===== src/rtl/nine_segment_pattern_player.sv =====
// Purpose : frame memory of 9-bit segment patterns played in sequence, each frame for a
//           programmable dwell, with optional looping; feeds the 3x3 row/column scan stage.
// Latency : start at edge t -> frame 0 on segments_o from cycle t+1; done_o pulses at t+1+len*dwell.
// Backpr. : none; pause_i freezes the frame index and dwell counter, stop_i aborts to IDLE.
//
// Ports:
//   clk, rst_n            clock, asynchronous active-low reset
//   wr_en_i/addr_i/data_i  frame memory write port (out-of-range addresses are dropped)
//   length_i, dwell_i,     run parameters, sampled when a start is accepted
//   loop_i
//   start_i, stop_i        single-cycle control pulses (stop wins)
//   pause_i                level; freezes playback while high
//   segments_o             registered pattern to the scan stage
//   frame_idx_o, busy_o,   current frame, PLAY indicator, end-of-run pulse
//   done_o
module nine_segment_pattern_player #(
   parameter int DEPTH   = 8,
   parameter int AW      = $clog2(DEPTH),
   parameter int DWELL_W = 16
) (
   input  logic               clk,
   input  logic               rst_n,
   input  logic               wr_en_i,
   input  logic [AW-1:0]      wr_addr_i,
   input  logic [8:0]         wr_data_i,
   input  logic [AW:0]        length_i,
   input  logic [DWELL_W-1:0] dwell_i,
   input  logic               loop_i,
   input  logic               start_i,
   input  logic               stop_i,
   input  logic               pause_i,
   output logic [8:0]         segments_o,
   output logic [AW-1:0]      frame_idx_o,
   output logic               busy_o,
   output logic               done_o
);

   localparam logic [0:0]  ST_IDLE = 1'b0;
   localparam logic [0:0]  ST_PLAY = 1'b1;
   localparam logic [AW:0] DEPTH_W = (AW+1)'(DEPTH);

   logic [0:0]         state_q, state_d;
   logic [AW:0]        len_q, len_d;
   logic [DWELL_W-1:0] dwm1_q, dwm1_d;   // latched dwell minus one
   logic               loop_q, loop_d;
   logic [DWELL_W-1:0] cnt_q, cnt_d;
   logic [AW-1:0]      idx_q, idx_d;
   logic [8:0]         seg_q, seg_d;
   logic               done_q, done_d;
   logic [8:0]         mem_q [DEPTH];

   logic               len_ok;
   logic [DWELL_W-1:0] dwell_m1;
   logic               frame_end;
   logic               last_frame;
   logic [AW-1:0]      idx_nxt;

   assign len_ok     = (length_i != '0) && (length_i <= DEPTH_W);
   // A dwell of 0 behaves as 1, so the stored terminal count saturates at 0.
   assign dwell_m1   = (dwell_i == '0) ? '0 : dwell_i - DWELL_W'(1);
   assign frame_end  = (cnt_q == dwm1_q);
   assign last_frame = (({1'b0, idx_q} + (AW+1)'(1)) == len_q);
   assign idx_nxt    = idx_q + AW'(1);

   always_comb begin
      state_d = state_q;
      len_d   = len_q;
      dwm1_d  = dwm1_q;
      loop_d  = loop_q;
      cnt_d   = cnt_q;
      idx_d   = idx_q;
      seg_d   = seg_q;
      done_d  = 1'b0;
      case (state_q)
         ST_IDLE: begin
            if (start_i && !stop_i && len_ok) begin
               state_d = ST_PLAY;
               len_d   = length_i;
               dwm1_d  = dwell_m1;
               loop_d  = loop_i;
               cnt_d   = '0;
               idx_d   = '0;
               seg_d   = mem_q[0];
            end
         end
         ST_PLAY: begin
            if (stop_i) begin
               state_d = ST_IDLE;
               cnt_d   = '0;
               idx_d   = '0;
               seg_d   = '0;
            end else if (!pause_i) begin
               if (frame_end) begin
                  cnt_d = '0;
                  if (last_frame) begin
                     idx_d = '0;
                     if (loop_q) begin
                        seg_d = mem_q[0];
                     end else begin
                        state_d = ST_IDLE;
                        seg_d   = '0;
                        done_d  = 1'b1;
                     end
                  end else begin
                     // Loads read the registered memory, so a same-edge write lands afterwards.
                     idx_d = idx_nxt;
                     seg_d = mem_q[idx_nxt];
                  end
               end else begin
                  cnt_d = cnt_q + DWELL_W'(1);
               end
            end
         end
         default: state_d = ST_IDLE;
      endcase
   end

   always_ff @(posedge clk or negedge rst_n) begin
      if (!rst_n) begin
         state_q <= ST_IDLE;
         len_q   <= '0;
         dwm1_q  <= '0;
         loop_q  <= 1'b0;
         cnt_q   <= '0;
         idx_q   <= '0;
         seg_q   <= '0;
         done_q  <= 1'b0;
         for (int i = 0; i < DEPTH; i++) mem_q[i] <= '0;
      end else begin
         state_q <= state_d;
         len_q   <= len_d;
         dwm1_q  <= dwm1_d;
         loop_q  <= loop_d;
         cnt_q   <= cnt_d;
         idx_q   <= idx_d;
         seg_q   <= seg_d;
         done_q  <= done_d;
         // Address decode per slot; addresses at or above DEPTH match no slot.
         for (int i = 0; i < DEPTH; i++) begin
            if (wr_en_i && (wr_addr_i == AW'(i))) mem_q[i] <= wr_data_i;
         end
      end
   end

   assign segments_o  = seg_q;
   assign frame_idx_o = idx_q;
   assign busy_o      = (state_q == ST_PLAY);
   assign done_o      = done_q;

endmodule


===== config.mk =====
export PLATFORM = sky130hd
export DESIGN_NAME = nine_segment_pattern_player
export DESIGN_NICKNAME = d
export VERILOG_FILES = /design/src/rtl/nine_segment_pattern_player.sv
export SDC_FILE = /design/constraint.sdc
export NUM_CORES = 1
export LEC_CHECK = 0
export ABC_AREA = 1
export CAP_MARGIN = 20
export CELL_PAD_IN_SITES_DETAIL_PLACEMENT = 0
export CELL_PAD_IN_SITES_GLOBAL_PLACEMENT = 2
export CORE_ASPECT_RATIO = 0.9
export CORE_UTILIZATION = 33
export DETAILED_ROUTE_END_ITERATION = 6
export PLACE_DENSITY = 0.75
export SETUP_SLACK_MARGIN = 0.5
export SYNTH_ARGS = -nofsm -noshare
export SYNTH_HDL_FRONTEND = slang
export SYNTH_SLANG_ARGS = --single-unit

===== constraint.sdc =====
create_clock -name clk -period 2.3 [get_ports clk]
set_input_delay 0.23 -clock clk [delete_from_list [all_inputs] [get_ports clk]]
set_output_delay 0.23 -clock clk [all_outputs]
set_load 0.05 [all_outputs]

==> out/results.ini <==
[run_status]
outcome = completed

[placed_design]
dp_hpwl_um = 12600
placed_cells = 1185
gp_congestion = 0.776
port_buffers = 52

[synth]
ys.flop_type = dfrtp_1
yosys.area.top_type = dfrtp_1
yosys.cell_types.count = 29
ys_top_cells_by_area = dfrtp_1, nand2_1, o21ai_0, nand3_1, inv_1
synthTopCellsByCount = nand2_1, dfrtp_1, inv_1
syn-num-nets = 941
synth_most_common_cell = nand2_1
synth-edff-count = 0
synth_warnings = 0
synth.yosys.seq_area_share = 0.477
synthCells = 898
synth_top_area_frac = 0.477
netlist_area_sq_um = 6450
async_flop_share = 1.00
synth-seq-cells = 123
syn-mean-instance-area_sq_um = 7.19

[global_routing]
track_usage = 0.192
grt_overflow = 0
grt_pass1_vias = 5414
grt_max_degree = 49
antenna_found_initial = 0
grt_pass1_wl_um = 29400

[cells_and_area]
n_antenna_cell = 0
final_cells = 1229
area_growth_pct = 27.7
drive_gt1_frac = 0.100
final_nets = 1009

[timing]
setup_tns_ns = 0
slew_viol_final = 0
max_freq_mhz = 553
max-slew-margin-rel = 0.590
setup_viol = 0
clock_skew_ns = 0.0147
hold_viol_final = 0
rsz0062_at_grt = true
tightest_slew_ns = 0.613
period_minus_slack_ns = 1.81
fin_crit_sh = 0.786

[clock_tree]
cts.clk_slew.worst_paths_ns = 0.06
clk_path_buf_depth = 2
clkLatencyLatePin_ns = 0.43
cts_tree = built
cts-root-buf = clkbuf_16
cts_sinks = 123
cts_buffers = 17
h-tree-depth = 4

[route]
first_iter_violations = 351
drt-wirelength-per-cell_um = 14.9
drtAntennaViolNets = 0
drcViolationCount = 0
wl_um = 18300
via_per_inst = 4.80
drt_first_pass_iters = 7
vias = 5895

[job]
cap_violations = 0

[power_and_ir_drop]
power_density_nw_per_um2 = 938
p_leak_nw = 4.05
p_comb_frac = 0.239
pwr-share-clk = 0.398
ir_worst_vdd_v = 0.000482
switchingPower_w = 0.00246
p_sw_frac = 0.318
p_seq_frac = 0.364
internal_power_w = 0.00527

[floorplanning]
ios = 53
rows = 48
dieWidth_um = 149
core_area_sq_um = 19200
die_height_um = 135
die_area_sq_um = 20100
initial_core_util = 0.337

[setup_path]
critPathKind = register to register
required_ns = 2.66
critPathCaptureType = register
crit_path_start_kind = register
critPathMaxFanout = 6
critPathArrivalTime_ns = 2.17

[hold_path]
hold_class = primary input to register

[worst max-delay path, stage by stage, from the launching register on]
cell     delay [ns]
dfrtp_2        0.46
ha_4           0.33
inv_4          0.06
nand2_1        0.07
nand2_2        0.07
nor2_4         0.15
nand3_2        0.21
nand2_1        0.13
nand3_1        0.07
nand2_1        0.08
nand2_1        0.06
nand2_1        0.05
[layout by cell type (no fill, tap or decap), drive strengths merged]
cell type | synthesis | routed
xor2 | 10 | 10
o21ai | 75 | 75
bufinv | 0 | 6
nor3b | 1 | 1
dlygate4sd2 | 0 | 12
a21oi | 14 | 14
nand4 | 10 | 10
nor2 | 72 | 72
nor4 | 1 | 1
buf | 17 | 28
dlymetal6s2s | 0 | 1
o22ai | 14 | 14
clkbuf | 15 | 18
dlygate4sd3 | 0 | 1
nor3 | 5 | 5
dfrtp | 123 | 123
xnor2 | 6 | 6
clkinv | 1 | 5
nand3 | 70 | 71
nand2 | 384 | 384
ha | 4 | 4
clkinvlp | 0 | 4
inv | 76 | 77
clkdlybuf4s50 | 0 | 37
[final cells by class]
class,instances,area (sq um)
clock buffer,17,425
clock inverter,15,246
fill,1952,10900
inverter,77,300
multi-input combinational,667,3050
sequential,123,3080
tap,250,313
timing repair buffer,80,818
[stage by stage]
| stage | setup slack (ns) | cell area [sq um] | utilization | hold WS, ns | power, W |
|---|---|---|---|---|---|
| final | 0.493 | 8240 | 0.430 | 0.362 | 0.00772 |
| after global routing | 0.409 | 8240 | 0.430 | 0.375 | 0.00819 |
| after CTS | 0.491 | 8040 | 0.420 | 0.362 | 0.00769 |
| after detailed placement | 0.259 | 7320 | 0.382 | 0.281 | 0.00459 |
| after global placement | 0.299 | 7320 | 0.382 | 0.276 | 0.00457 |
| after floorplan | 0.504 | 6500 | - | -0.0656 | 0.00400 |
[cells by family after synthesis]
| kind of cell | synth area share |
|---|---|
| flops | 0.477 |
| simple gates | 0.341 |
| buf+inv | 0.0688 |
| fa+ha+maj | 0.00776 |
| xor+xnor | 0.0217 |
| compound gates | 0.0832 |
[path summary, 6_finish.rpt]
kind	start	end	slack (ns)	depth (start not counted)
max in group asynchronous	rst_n	cnt_q[2]	1.24	3
worst min-delay path	loop_i	loop_q	0.36	3
worst max register to register	frame_idx_o[0]	segments_o[7]	0.49	11
min in group asynchronous	rst_n	segments_o[5]	0.37	2
worst max-delay path	frame_idx_o[0]	segments_o[7]	0.49	11
worst min register to register	segments_o[3]	segments_o[3]	0.48	2
[registers in the layout (all words and copies together) (netlist names)]
signal       flops
mem_q           72
cnt_q           16
dwm1_q          16
segments_o       9
len_q            4
frame_idx_o      3
busy_o           1
done_o           1
loop_q           1
[metal layers]
layer | vias up | routed length, um | global-route usage
li1 | 2978 | - | -
met1 | 2758 | 9570 | 0.296
met2 | 144 | 7610 | 0.265
met3 | 15 | 931 | 0.0426
met4 | 0 | 172 | 0.0533
met5 | - | 0 | 0
[power by group through the flow]
stage / clock network [W] / logic (W) / registers (W)
6_report: 0.00307 / 0.00184 / 0.00281
4_1_cts: 0.00314 / 0.00175 / 0.00281
2_1_floorplan: 0 / 0.00103 / 0.00297
5_1_grt: 0.00325 / 0.00208 / 0.00286
3_3_place_gp: 0 / 0.00173 / 0.00284
3_5_place_dp: 0 / 0.00175 / 0.00285
[what timing repair did]
action	4_1_cts	5_1_grt
gates resized for setup	23	26
endpoints found under the setup margin	39	34
hold buffers	1	0
pin swaps	0	5
hold endpoints to repair	40	0
cloned	0	2
setup buffers	0	9
(Power assumes the default switching activity.)
